`config.mk`:
```
export PLATFORM = sky130hd
export DESIGN_NAME = boreal_sram_dma
export DESIGN_NICKNAME = d
export VERILOG_FILES = /design/src/rtl/boreal_sram_dma.sv
export SDC_FILE = /design/constraint.sdc
export NUM_CORES = 1
export LEC_CHECK = 0
export ABC_AREA = 1
export BUFFER_PORTS_ARGS = -buffer_cell sky130_fd_sc_hd__buf_2
export CORE_MARGIN = 5
export CORE_UTILIZATION = 30
export CTS_CLUSTER_DIAMETER = 30
export DETAILED_ROUTE_END_ITERATION = 12
export HOLD_SLACK_MARGIN = 0.15
export PLACE_DENSITY = 0.55
export SLEW_MARGIN = 20
export SYNTH_ARGS = -nofsm -noshare
export SYNTH_HDL_FRONTEND = slang
export SYNTH_SLANG_ARGS = --single-unit
```
`constraint.sdc`:
```
create_clock -name clk -period 2.5 [get_ports clk]
set_input_delay 0.75 -clock clk [delete_from_list [all_inputs] [get_ports clk]]
set_output_delay 0.75 -clock clk [all_outputs]
set_load 0.02 [all_outputs]
```
`src/rtl/boreal_sram_dma.sv`:
```
// boreal_sram_dma: single-outstanding FILL / CHECK / COPY engine on the boreal SRAM tile port.
// Build option: define BOREAL_DMA_INCR_PATTERN_EN so FILL data / CHECK expectation step by one per word.
module boreal_sram_dma #(
  parameter int LEN_W   = 16,
  parameter int TIMEOUT = 16
) (
  input  logic             clk,
  input  logic             rst_n,
  input  logic             cmd_valid,
  output logic             cmd_ready,
  input  logic [1:0]       cmd_op,
  input  logic [31:0]      cmd_src,
  input  logic [31:0]      cmd_dst,
  input  logic [LEN_W-1:0] cmd_len,
  input  logic [31:0]      cmd_pattern,
  output logic             req_valid,
  output logic             req_we,
  output logic [31:0]      req_addr,
  output logic [31:0]      req_wdata,
  output logic [3:0]       req_wstrb,
  input  logic             resp_valid,
  input  logic [31:0]      resp_rdata,
  input  logic             resp_err,
  output logic             done_valid,
  output logic [3:0]       done_status,
  output logic [LEN_W-1:0] done_mismatches,
  output logic [31:0]      done_fail_addr
);

  localparam int TW = (TIMEOUT < 2) ? 1 : $clog2(TIMEOUT);
  localparam logic [TW-1:0] WAIT_LAST = TW'(TIMEOUT - 1);
  localparam logic [1:0] OP_FILL  = 2'd0;
  localparam logic [1:0] OP_CHECK = 2'd1;
  localparam logic [1:0] OP_COPY  = 2'd2;
  localparam logic [1:0] OP_RSVD  = 2'd3;
  localparam logic [31:0] ADDR_MASK = 32'hFFFF_FFFC;
  localparam logic [31:0] WORD_STEP = 32'd4;
`ifdef BOREAL_DMA_INCR_PATTERN_EN
  localparam logic [31:0] PAT_STEP = 32'd1;
`else
  localparam logic [31:0] PAT_STEP = 32'd0;
`endif

  typedef enum logic [2:0] {IDLE, RD_ISSUE, WR_ISSUE, WAIT, DONE} state_t;

  state_t           state_r;
  logic [1:0]       op_r;
  logic [LEN_W-1:0] remaining_r;
  logic [LEN_W-1:0] mismatches_r;
  logic [31:0]      rd_ptr_r;
  logic [31:0]      wr_ptr_r;
  logic [31:0]      data_r;
  logic [31:0]      fail_addr_r;
  logic [3:0]       status_r;
  logic             wr_phase_r;
  logic [TW-1:0]    wait_cnt_r;

  logic [LEN_W-1:0] rem_dec_s;
  logic             word_mismatch_s;
  logic [3:0]       status_nx_s;
  logic [LEN_W-1:0] mism_nx_s;
  logic [31:0]      fail_nx_s;

  // Status/counter values after folding in the response currently on the port.
  always_comb begin
    rem_dec_s       = remaining_r - {{(LEN_W-1){1'b0}}, 1'b1};
    word_mismatch_s = (op_r == OP_CHECK) && (resp_rdata != data_r);
    status_nx_s     = status_r | {2'b00, word_mismatch_s, resp_err};
    if (word_mismatch_s) begin
      mism_nx_s = (&mismatches_r) ? mismatches_r : mismatches_r + {{(LEN_W-1){1'b0}}, 1'b1};
      fail_nx_s = status_r[1] ? fail_addr_r : rd_ptr_r;
    end else begin
      mism_nx_s = mismatches_r;
      fail_nx_s = fail_addr_r;
    end
  end

  // Command sequencer with registered request and completion outputs.
  always_ff @(posedge clk) begin
    if (!rst_n) begin
      state_r         <= IDLE;
      op_r            <= 2'd0;
      remaining_r     <= {LEN_W{1'b0}};
      mismatches_r    <= {LEN_W{1'b0}};
      rd_ptr_r        <= 32'd0;
      wr_ptr_r        <= 32'd0;
      data_r          <= 32'd0;
      fail_addr_r     <= 32'd0;
      status_r        <= 4'd0;
      wr_phase_r      <= 1'b0;
      wait_cnt_r      <= {TW{1'b0}};
      cmd_ready       <= 1'b0;
      req_valid       <= 1'b0;
      req_we          <= 1'b0;
      req_addr        <= 32'd0;
      req_wdata       <= 32'd0;
      req_wstrb       <= 4'h0;
      done_valid      <= 1'b0;
      done_status     <= 4'd0;
      done_mismatches <= {LEN_W{1'b0}};
      done_fail_addr  <= 32'd0;
    end else begin
      req_valid  <= 1'b0;
      req_we     <= 1'b0;
      req_wstrb  <= 4'h0;
      done_valid <= 1'b0;
      case (state_r)
        IDLE: begin
          cmd_ready <= 1'b1;
          if (cmd_valid && cmd_ready) begin
            cmd_ready       <= 1'b0;
            op_r            <= cmd_op;
            remaining_r     <= cmd_len;
            rd_ptr_r        <= cmd_src & ADDR_MASK;
            wr_ptr_r        <= cmd_dst & ADDR_MASK;
            data_r          <= cmd_pattern;
            status_r        <= 4'd0;
            mismatches_r    <= {LEN_W{1'b0}};
            fail_addr_r     <= 32'd0;
            done_status     <= 4'd0;
            done_mismatches <= {LEN_W{1'b0}};
            done_fail_addr  <= 32'd0;
            if (cmd_op == OP_RSVD) begin
              state_r     <= DONE;
              status_r    <= 4'b1000;
              done_status <= 4'b1000;
              done_valid  <= 1'b1;
            end else if (cmd_len == {LEN_W{1'b0}}) begin
              state_r    <= DONE;
              done_valid <= 1'b1;
            end else if (cmd_op == OP_FILL) begin
              state_r    <= WR_ISSUE;
              wr_phase_r <= 1'b1;
              req_valid  <= 1'b1;
              req_we     <= 1'b1;
              req_wstrb  <= 4'hF;
              req_addr   <= cmd_dst & ADDR_MASK;
              req_wdata  <= cmd_pattern;
            end else begin
              state_r    <= RD_ISSUE;
              wr_phase_r <= 1'b0;
              req_valid  <= 1'b1;
              req_addr   <= cmd_src & ADDR_MASK;
            end
          end
        end
        RD_ISSUE, WR_ISSUE: begin
          state_r    <= WAIT;
          wait_cnt_r <= {TW{1'b0}};
        end
        WAIT: begin
          if (resp_valid) begin
            status_r     <= status_nx_s;
            mismatches_r <= mism_nx_s;
            fail_addr_r  <= fail_nx_s;
            if ((op_r == OP_COPY) && !wr_phase_r) begin
              rd_ptr_r   <= rd_ptr_r + WORD_STEP;
              data_r     <= resp_rdata;
              state_r    <= WR_ISSUE;
              wr_phase_r <= 1'b1;
              req_valid  <= 1'b1;
              req_we     <= 1'b1;
              req_wstrb  <= 4'hF;
              req_addr   <= wr_ptr_r;
              req_wdata  <= resp_rdata;
            end else begin
              remaining_r <= rem_dec_s;
              case (op_r)
                OP_FILL: begin
                  wr_ptr_r <= wr_ptr_r + WORD_STEP;
                  data_r   <= data_r + PAT_STEP;
                end
                OP_CHECK: begin
                  rd_ptr_r <= rd_ptr_r + WORD_STEP;
                  data_r   <= data_r + PAT_STEP;
                end
                default: wr_ptr_r <= wr_ptr_r + WORD_STEP;
              endcase
              if (rem_dec_s == {LEN_W{1'b0}}) begin
                state_r         <= DONE;
                done_valid      <= 1'b1;
                done_status     <= status_nx_s;
                done_mismatches <= mism_nx_s;
                done_fail_addr  <= fail_nx_s;
              end else if (op_r == OP_FILL) begin
                state_r   <= WR_ISSUE;
                req_valid <= 1'b1;
                req_we    <= 1'b1;
                req_wstrb <= 4'hF;
                req_addr  <= wr_ptr_r + WORD_STEP;
                req_wdata <= data_r + PAT_STEP;
              end else begin
                // CHECK advances its read pointer now; COPY already advanced it in the read phase.
                state_r    <= RD_ISSUE;
                wr_phase_r <= 1'b0;
                req_valid  <= 1'b1;
                req_addr   <= (op_r == OP_CHECK) ? rd_ptr_r + WORD_STEP : rd_ptr_r;
              end
            end
          end else if (wait_cnt_r == WAIT_LAST) begin
            state_r         <= DONE;
            status_r        <= status_r | 4'b0100;
            done_valid      <= 1'b1;
            done_status     <= status_r | 4'b0100;
            done_mismatches <= mismatches_r;
            done_fail_addr  <= fail_addr_r;
          end else begin
            wait_cnt_r <= wait_cnt_r + {{(TW-1){1'b0}}, 1'b1};
          end
        end
        DONE: begin
          state_r   <= IDLE;
          cmd_ready <= 1'b1;
        end
        default: begin
          state_r   <= IDLE;
          cmd_ready <= 1'b0;
        end
      endcase
    end
  end

endmodule
```
==> flow_summary.json <==
{
  "die_x_um": 250,
  "slew_headroom_pct": 56.4,
  "grt_pass1_vias": 18600,
  "cts.sinks": 289,
  "grt.overflow.total": 0,
  "track_usage_pct": 21.0,
  "post-dp-hpwl_um": 49500,
  "drive_gt1_share_pct": 19.5,
  "p_leak_nw": 11.0,
  "crit_family": "simple AND/OR/NAND/NOR gates",
  "fmax_mhz": 416,
  "status": "completed",
  "synth_async_sr_flop_share_pct": 0,
  "syn_inst": 2802,
  "synth-seq-area-share_pct": 33.4,
  "antenna_found_initial": 7,
  "cts_root_buf": "clkbuf_16",
  "fill_cells": 6121,
  "cpMostUsedCell": "nor2_1",
  "nets": 3304,
  "grt_pass1_wl_um": 106000,
  "h-tree-depth": 3,
  "synthTopCellsByArea": "dfxtp_1 (33%), nand2_1 (17%), nor2_1 (8.0%)",
  "grt_setup_unrepaired": "yes",
  "path_clk_slew_ns": 0.04,
  "synth-edff-count": 0,
  "initial_core_util_pct": 30.2,
  "syn_area_um2": 17300,
  "first_pass_iters": 6,
  "wire_per_inst_um": 17.3,
  "port_buffers": 270,
  "cp.required_ns": 3.01,
  "cpMaxStageDelayCell": "o21ai_0",
  "synthesis.nets": 2959,
  "power_mw": 23.5,
  "tns_ns": 0,
  "maxCapViolCount": 0,
  "core_um2": 57500,
  "fin_ws_ns": 0.0985,
  "cts_tree": "yes",
  "hold_class": "primary input to flip-flop",
  "place_ws_ns": -0.177,
  "avgSynthCellArea_um2": 6.19,
  "critPathKind": "flip-flop to flip-flop",
  "synthFlopType": "dfxtp_1",
  "die_height_um": 250,
  "fin_util_pct": 41.8,
  "whs_ns": 0.395,
  "syn2layout_area_growth_pct": 38.5,
  "drtIter0Drc": 1754,
  "final.setup_skew_ns": 0.0188,
  "ios": 275,
  "rows": 88,
  "fin_crit_sh_pct": 96.1,
  "finalWirelength_um": 69000,
  "period_needed_ns": 2.40,
  "yosys.area.top_type": "dfxtp_1",
  "numCtsBuffers": 93,
  "ys_ff_latch": 289,
  "cpPeakStageDelay_ns": 0.44,
  "regArea_um2": 5790,
  "synth_top_area_share_pct": 33.4,
  "drc": 0,
  "hold_buffers": 0,
  "worstPathBufferInverterCount": 2,
  "cts_buffer_depth": 3,
  "path_cells": "ha_1, nand3_1, inv_1, nand2_1, inv_1, nand3_1, nor2_1, xor2_1, o21ai_0, nor2_1, nor2_1, nand2_1, nand2_1, nor2_1",
  "start_kind": "flip-flop",
  "hold_viol": 0,
  "grt_max_degree": 103,
  "setup_viol": 0,
  "multi_input_area_um2": 10000,
  "tightest_slew_ns": 0.653,
  "yosysWarnings": 0,
  "via_per_inst": 4.98,
  "peakVddDrop_uv": 482,
  "gp_congestion": 0.962,
  "crit_path_max_fanout": 4,
  "clk_latency_ns": 0.62,
  "drtAntennaViolNets": 0,
  "p_per_area_nw_per_um2": 978,
  "end_kind": "flip-flop",
  "ys_types": 46,
  "cp_data_arrival_time_ns": 2.91,
  "die-area_um2": 62700,
  "final_max_slew_viol_count": 0,
  "route.vias.total": 19900
}
## timing repair
action                     4_1_cts  5_1_grt
pin swaps                        1       12
resized for setup                4       39
setup endpoints to repair        9      119
buffers inserted                 0        7
hold endpoints to repair         0        0
gates cloned                     1        0
## routing by layer
metal | track usage [%] | vias up | wire (um)
met1 | 28.5 | 9080 | 30900
met3 | 5.81 | 151 | 5920
li1 | - | 9881 | -
met4 | 7.66 | 0 | 2360
met5 | 0 | - | 0
met2 | 31.8 | 772 | 29800
## report_power, final
| group | internal (mW) | total [mW] | leakage [nW] | switching (mW) |
|---|---|---|---|---|
| registers | 5.27 | 5.79 | 2.36 | 0.521 |
| logic | 1.84 | 5.15 | 6.97 | 3.32 |
| clock network | 9.23 | 12.6 | 1.69 | 3.32 |
## layout make-up
class	count	area share [%]
Inverter	294	4.59
Timing Repair Buffer	407	11.4
Clock buffer	132	11.6
Multi-Input combinational cell	2062	41.6
Clock inverter	39	2.61
Tap cell	765	3.98
Sequential cell	289	24.1
Antenna cell	8	0.0833
## kinds of logic after synthesis
kind of cell             after synthesis  synth area share (%)
flip-flops                           289                  33.4
AND/OR/NAND/NOR                     1470                  35.6
XOR/XNOR                              62                  3.13
AO/OA/AOI/OAI                        524                  17.3
adder cells (fa/ha/maj)                6                 0.433
buffers and inverters                451                  10.2
## layout by cell type, fill, tap and decap left out, types with 6 or more instances in the layout
| master | count |
|---|---|
| a211oi_1 | 6 |
| a21oi_1 | 168 |
| a221oi_1 | 23 |
| a31oi_1 | 32 |
| a41oi_1 | 9 |
| buf_12 | 27 |
| buf_2 | 269 |
| buf_4 | 108 |
| bufinv_16 | 16 |
| clkbuf_1 | 11 |
| clkbuf_16 | 95 |
| clkbuf_8 | 26 |
| clkinv_2 | 18 |
| dfxtp_1 | 288 |
| diode_2 | 8 |
| inv_1 | 284 |
| inv_2 | 7 |
| nand2_1 | 780 |
| nand3_1 | 149 |
| nand3b_1 | 39 |
| nand4_1 | 50 |
| nor2_1 | 358 |
| nor2_2 | 12 |
| nor2_4 | 12 |
| nor3_1 | 36 |
| nor4_1 | 8 |
| o211ai_1 | 34 |
| o21ai_0 | 202 |
| o221ai_1 | 15 |
| o22ai_1 | 19 |
| or2_2 | 6 |
| xnor2_1 | 16 |
| xor2_1 | 44 |
## tightest hold or removal path: cells and delay by family
kind / cells / cell delay [ns]
AOI/OAI and AO/OA: 1 / 0.06
buffers and inverters: 1 / 0.09
and+or+nand+nor: 1 / 0.07
## flip-flops by register name, indices dropped and copies added, names as in the netlist, 30 cells and up
register	count
data_r	32
done_fail_addr	32
fail_addr_r	32
rd_ptr_r	30
req_addr	31
req_wdata	32
wr_ptr_r	30
## through the flow
stage                     cell area (um2)  instances
after floorplan                     17300       2802
after global placement              20300       3809
after detailed placement            20300       3809
after CTS                           23800       3981
after global routing                24000       3995
final                               24000       3996
## synth_stat cells (7+ instances only)
cell and instances:
o22ai_1 19, o221ai_1 15, a41oi_1 9, a31oi_1 32
nor2_2 7, a21oi_1 168, nor3_1 36, o21ai_0 203
xor2_1 45, nand3b_1 39, nand3_1 152, nand2_1 784
buf_4 8, o211ai_1 34, nor4_1 8, dfxtp_1 289
xnor2_1 17, inv_1 285, nor2_1 372, buf_2 27
clkbuf_1 105, nand4_1 50, a221oi_1 23, buf_1 15
## worst paths after layout
check | startpoint | end | slack [ns] | depth (start not counted)
max reg2reg | rd_ptr_r[2] | req_addr[20] | 0.1 | 14
min | resp_err | status_r[0] | 0.39 | 3
max | rd_ptr_r[2] | req_addr[20] | 0.1 | 14
min reg2reg | fail_addr_r[1] | fail_addr_r[1] | 0.43 | 2
Note: power is estimated with default switching activity, not from simulation.
